<file path="src/rtl/cpu54_div_pkg.sv">
// cpu54_div_pkg: shared state encoding, default width and counter sizing for the MIPS-54 divider.
package cpu54_div_pkg;

    localparam int DIV_WIDTH = 32;

    function automatic int cnt_width(input int w);
        return $clog2(w) + 1;
    endfunction

    localparam int CNT_W = cnt_width(DIV_WIDTH);

    typedef enum logic [1:0] {
        S_IDLE = 2'd0,
        S_CALC = 2'd1,
        S_FIX  = 2'd2,
        S_DONE = 2'd3
    } div_state_e;

endpackage

</file>
<file path="src/rtl/div_step.sv">
// div_step: one combinational restoring-division step on the {rem, quo} shift pair.
module div_step
    import cpu54_div_pkg::*;
#(
    parameter int WIDTH = DIV_WIDTH
) (
    input  logic [WIDTH-1:0] rem_i,
    input  logic [WIDTH-1:0] quo_i,
    input  logic [WIDTH-1:0] dvs_i,
    output logic [WIDTH-1:0] rem_o,
    output logic [WIDTH-1:0] quo_o
);

    // One extra bit so the shifted remainder never overflows before the trial subtract.
    logic [WIDTH:0] shifted;
    logic [WIDTH:0] diff;

    assign shifted = {rem_i, quo_i[WIDTH-1]};
    assign diff    = shifted - {1'b0, dvs_i};
    assign rem_o   = diff[WIDTH] ? shifted[WIDTH-1:0] : diff[WIDTH-1:0];
    assign quo_o   = {quo_i[WIDTH-2:0], ~diff[WIDTH]};

endmodule

</file>
<file path="src/rtl/div_seq_ctrl.sv">
// div_seq_ctrl: multi-cycle DIV/DIVU sequencer; stalls the CPU while a restoring divider
// produces one quotient bit per clock, then delivers HI/LO with a one-cycle done pulse.
module div_seq_ctrl
    import cpu54_div_pkg::*;
#(
    parameter int WIDTH = DIV_WIDTH
) (
    input  logic             clk_in,
    input  logic             reset,
    input  logic             start,
    input  logic             is_signed,
    input  logic [WIDTH-1:0] dividend,
    input  logic [WIDTH-1:0] divisor,
    output logic             stall,
    output logic             busy,
    output logic             done,
    output logic [WIDTH-1:0] quotient,
    output logic [WIDTH-1:0] remainder,
    output logic             div_by_zero
);

    localparam int CW = cnt_width(WIDTH);

    div_state_e       state_q, state_d;
    logic [CW-1:0]    cnt_q, cnt_d;
    logic [WIDTH-1:0] rem_q, rem_d;
    logic [WIDTH-1:0] quo_q, quo_d;
    logic [WIDTH-1:0] dvs_q, dvs_d;
    logic [WIDTH-1:0] dvd_q, dvd_d;
    logic [WIDTH-1:0] quotient_q, quotient_d;
    logic [WIDTH-1:0] remainder_q, remainder_d;
    logic             q_neg_q, q_neg_d;
    logic             r_neg_q, r_neg_d;
    logic             dz_q, dz_d;
    logic [WIDTH-1:0] step_rem, step_quo;
    logic             accept;
    logic             dz_now;

    div_step #(.WIDTH(WIDTH)) u_step (
        .rem_i (rem_q),
        .quo_i (quo_q),
        .dvs_i (dvs_q),
        .rem_o (step_rem),
        .quo_o (step_quo)
    );

    assign accept      = start && (state_q == S_IDLE || state_q == S_DONE);
    assign busy        = (state_q == S_CALC) || (state_q == S_FIX);
    assign stall       = busy || accept;
    assign done        = state_q == S_DONE;
    assign quotient    = quotient_q;
    assign remainder   = remainder_q;
    assign div_by_zero = dz_q;
    assign dz_now      = dvs_q == '0;

    always_comb begin
        state_d     = state_q;
        cnt_d       = cnt_q;
        rem_d       = rem_q;
        quo_d       = quo_q;
        dvs_d       = dvs_q;
        dvd_d       = dvd_q;
        q_neg_d     = q_neg_q;
        r_neg_d     = r_neg_q;
        quotient_d  = quotient_q;
        remainder_d = remainder_q;
        dz_d        = dz_q;
        case (state_q)
            S_CALC: begin
                rem_d = step_rem;
                quo_d = step_quo;
                cnt_d = cnt_q + CW'(1);
                if (cnt_q == CW'(WIDTH - 1)) state_d = S_FIX;
            end
            S_FIX: begin
                quotient_d  = dz_now ? '1 : (q_neg_q ? -quo_q : quo_q);
                remainder_d = dz_now ? dvd_q : (r_neg_q ? -rem_q : rem_q);
                dz_d        = dz_now;
                state_d     = S_DONE;
            end
            S_DONE:  state_d = S_IDLE;
            default: ;
        endcase
        // Most-negative magnitude fits as an unsigned WIDTH-bit value.
        if (accept) begin
            state_d = S_CALC;
            cnt_d   = '0;
            rem_d   = '0;
            quo_d   = (is_signed && dividend[WIDTH-1]) ? -dividend : dividend;
            dvs_d   = (is_signed && divisor[WIDTH-1]) ? -divisor : divisor;
            dvd_d   = dividend;
            q_neg_d = is_signed && (dividend[WIDTH-1] ^ divisor[WIDTH-1]);
            r_neg_d = is_signed && dividend[WIDTH-1];
        end
    end

    always_ff @(posedge clk_in or negedge reset) begin
        if (!reset) begin
            state_q     <= S_IDLE;
            cnt_q       <= '0;
            rem_q       <= '0;
            quo_q       <= '0;
            dvs_q       <= '0;
            dvd_q       <= '0;
            q_neg_q     <= 1'b0;
            r_neg_q     <= 1'b0;
            quotient_q  <= '0;
            remainder_q <= '0;
            dz_q        <= 1'b0;
        end else begin
            state_q     <= state_d;
            cnt_q       <= cnt_d;
            rem_q       <= rem_d;
            quo_q       <= quo_d;
            dvs_q       <= dvs_d;
            dvd_q       <= dvd_d;
            q_neg_q     <= q_neg_d;
            r_neg_q     <= r_neg_d;
            quotient_q  <= quotient_d;
            remainder_q <= remainder_d;
            dz_q        <= dz_d;
        end
    end

endmodule

</file>
<file path="config.mk">
export PLATFORM = sky130hd
export DESIGN_NAME = div_seq_ctrl
export DESIGN_NICKNAME = d
export VERILOG_FILES = /design/src/rtl/cpu54_div_pkg.sv /design/src/rtl/div_step.sv /design/src/rtl/div_seq_ctrl.sv
export SDC_FILE = /design/constraint.sdc
export NUM_CORES = 1
export LEC_CHECK = 0
export CORE_AREA = 2 2 153 155
export CTS_CLUSTER_DIAMETER = 60
export DETAILED_ROUTE_END_ITERATION = 10
export DIE_AREA = 0 0 155 157
export HOLD_SLACK_MARGIN = 0.03
export PLACE_DENSITY = 0.92
export SYNTH_ARGS = -nofsm -noshare
export SYNTH_HDL_FRONTEND = slang
export SYNTH_SLANG_ARGS = --single-unit
</file>
<file path="constraint.sdc">
create_clock -name clk_in -period 4.6 [get_ports clk_in]
set_clock_uncertainty 0.1 [all_clocks]
set_input_delay 0.92 -clock clk_in [delete_from_list [all_inputs] [get_ports clk_in]]
set_output_delay 0.92 -clock clk_in [all_outputs]
set_load 0.02 [all_outputs]
</file>
==> results.md <==
- Final Util: 67.5%
- Register area share after synthesis: about two fifths
- Die Y: 157 µm
- Post-synth EDFFs: 0
- Fmax: 0.265 GHz
- Largest net degree at the start of global routing: 111
- Post-CTS setup buffer count: 0
- Gpl congestion: ~0.89
- Antenna viol nets, final: 0
- Worst Path Required: 4.90 ns
- H-tree levels: 1
- Drt first-iter violations: 915
- # diodes: 0
- Met2 WL: about 16 mm
- Final hold vios: 0
- Max Slew Vio Count: 0
- Slowest library cell on the worst path: o31ai_1
- PD cells: 837 nW/µm²
- Final min period: 3.78 ns
- Fin area: 15200 µm²
- Cell Area, Synth: 12900 µm²
- Drt pass-1 iters: 5
- WP buf/inv: 0
- Global route overflow: 0
- Largest family of logic cells by synthesized area: compound AO/OA/AOI/OAI gates
- HPWL Detailed: 23.4 mm
- Max layer used: met4
- DRC Markers: 0
- Area after DPL: 14500 µm²
- Port Buffers: approximately 140
- Nets: ~1700
- Met3 wire len: approximately 2.5 mm
- Clk root buf: clkbuf_16
- Capturing element type of the critical path: register
- Leak: 6.39 nW
- Die width: 155 µm
- Ports: 136
- Library cells used by synthesis: 63
- Rows: 55
- DIE AREA: 24300 µm²
- M1 WL: 14.0 mm
- Tcrit/Tclk final: 82.2%
- Tot GR Track Use: 27.0%
- Syn. warnings: 0
- Mapped Cells: 1486
- Status: completed
- Placed Cells: 1843
- Clock Latency Late Sink: 0.52 ns
- Dpl ws: about 0.4 ns
- Synthesized Nets: 1598
- Slew HR: 21.0%
- Top_reg_cell synth: dfrtp_1
- Final setup viols: 0
- Compound-gate portion of the synthesized area: 18.6%
- Synthesized-area fraction occupied by adder cells: around 4.3%
- Commonest cells after routing, fill and taps aside: nand2_1 (256), dfrtp_1 (203), o21ai_0 (163)
- Share of layout cells above drive strength 1: 6.20%
- Worst EP arrival: around 4.1 ns
- First-pass GRT wire length: 54.3 mm
- Startpoint Class: register
- Slowest stage delay, CP: 0.56 ns
- Total power: 12.7 mW
- Final cell count without fillers: 1883
- DRT Wirelength: 33.1 mm
- Min setup slack post-route: approximately 0.8 ns
- Max Cap Viol: 0
- Clock sink total: 203
- Wirelength per Cell: 17.6 µm
- FF+latch count, synth: 203
- CORE AREA: 22500 µm²
- Mux contribution to synthesized area: 7.30%
- XOR/XNOR Fraction of Synth Area: 10.1%
- Critical path peak fanout: 5
- Area Overhead vs Synth: 17.8%
- Syn Area/Cell: 8.68 µm²
- Worst VDD drop: roughly 470 µV
- Setup CP Type: reg2reg
- Clock buffer depth: 3
- Vias/cell: 6.05
- Most common cell after layout, fill and taps aside: nand2_1
- Final TNS setup: 0 ns
- Hold bufs inserted after CTS: 0
- Detailed-route via count: 11400
- Vias in the first global route: around 11000
- Cells along the critical path: or3_4 -> nor4_4 -> nand3_1 -> or4_1 -> or4_4 -> or3_1 -> o31ai_1 -> xnor2_1 -> o22a_1
- Fin Hold WS: 0.382 ns
- Slew @ Worst Pin: 1.19 ns
- Simple-gate share of the synthesized area: 16.4%
- CTS tree: done
- HP Class: reg2reg
- RSZ-0062 raised after global routing: false
- Initial antenna violation count: 0
- Fill count: 1659
- Kind of cell adding the most delay to the critical path: simple AND/OR/NAND/NOR gates
- Asr flop ratio synth: 100%
- Starting Density: between 50 and 60%
- # resized after CTS: 0
- TritonCTS Buffers: 23
- Worst-path clk slew: 0.06 ns
-- area by class of cell --
type / instances / area (µm²) / area share (%)
Clock inverter: 9 / 78.8 / 0.519
Inverter: 59 / 221 / 1.46
Timing Repair Buffer: 147 / 1460 / 9.60
Clock buffer: 31 / 636 / 4.18
Multi-Input combinational cell: 1149 / 7360 / 48.5
Sequential cell: 203 / 5080 / 33.4
Tap cell: 285 / 357 / 2.35
-- path summary, 6_finish.rpt --
kind | depth (start not counted) | startpoint | endpoint | slack (ns)
setup reg to reg | 9 | quo_q[4] | quotient[31] | 0.82
hold / removal | 2 | dvd_q[26] | dvd_q[26] | 0.38
max in group asynchronous | 2 | reset | dvs_q[22] | 3.01
setup / recovery | 9 | quo_q[4] | quotient[31] | 0.82
hold reg to reg | 2 | dvd_q[26] | dvd_q[26] | 0.38
min in group asynchronous | 1 | reset | quotient[29] | 0.40
-- cells by family (layout without fill, tap and decap cells) --
logic type,count (synthesis),count (layout)
and+or+nand+nor,471,471
AOI/OAI and AO/OA,396,396
DFF,203,203
xor gates and xnor gates,148,148
buffers and inverters,134,246
muxes,90,90
adders and majority gates,44,44
-- report_power, final --
part	switching (mW)	leakage, nW	internal [mW]
sequential	0.943	2.49	2.67
clock	0.733	0.355	1.02
combinational	4.13	3.55	3.22
-- sequential cells by signal, indices dropped and copies added, names as in the netlist --
signal,cells
remainder,32
dvs_q,32
cnt_q,6
quo_q,32
q_neg_q,1
div_by_zero,1
dvd_q,32
rem_q,32
state_q,2
r_neg_q,1
quotient,32
-- per-layer routing --
| metal | track usage, % | vias up |
|---|---|---|
| met5 | 0 | - |
| met4 | 8.33 | 0 |
| met3 | 4.41 | 85 |
| met2 | 45.9 | 450 |
| met1 | 35.6 | 5441 |
| li1 | - | 5418 |
-- synth_stat cells, drive strengths merged, types with 13 or more instances --
master    n  area share [%]
nand2   257             7.5
dfrtp   203              39
o21ai   172             6.7
a21oi    95             3.7
xnor2    83             5.6
nor2     82             2.4
xor2     65             4.4
clkbuf   62             1.8
inv      59             1.7
mux2i    58             4.5
ha       43             4.2
mux2     32             2.8
o22a     29             2.0
o31ai    26             1.6
nor4     20             1.1
nor3     19            0.74
or3      18            0.95
nand3    17            0.66
buf      13            0.39
or4      13            0.84
-- tightest hold or removal path, stage by stage (launching register included) --
cell,delay [ns]
dfrtp_1,0.34
nand2_1,0.05
nand2_1,0.06
Power figures use the tool's default switching activity.
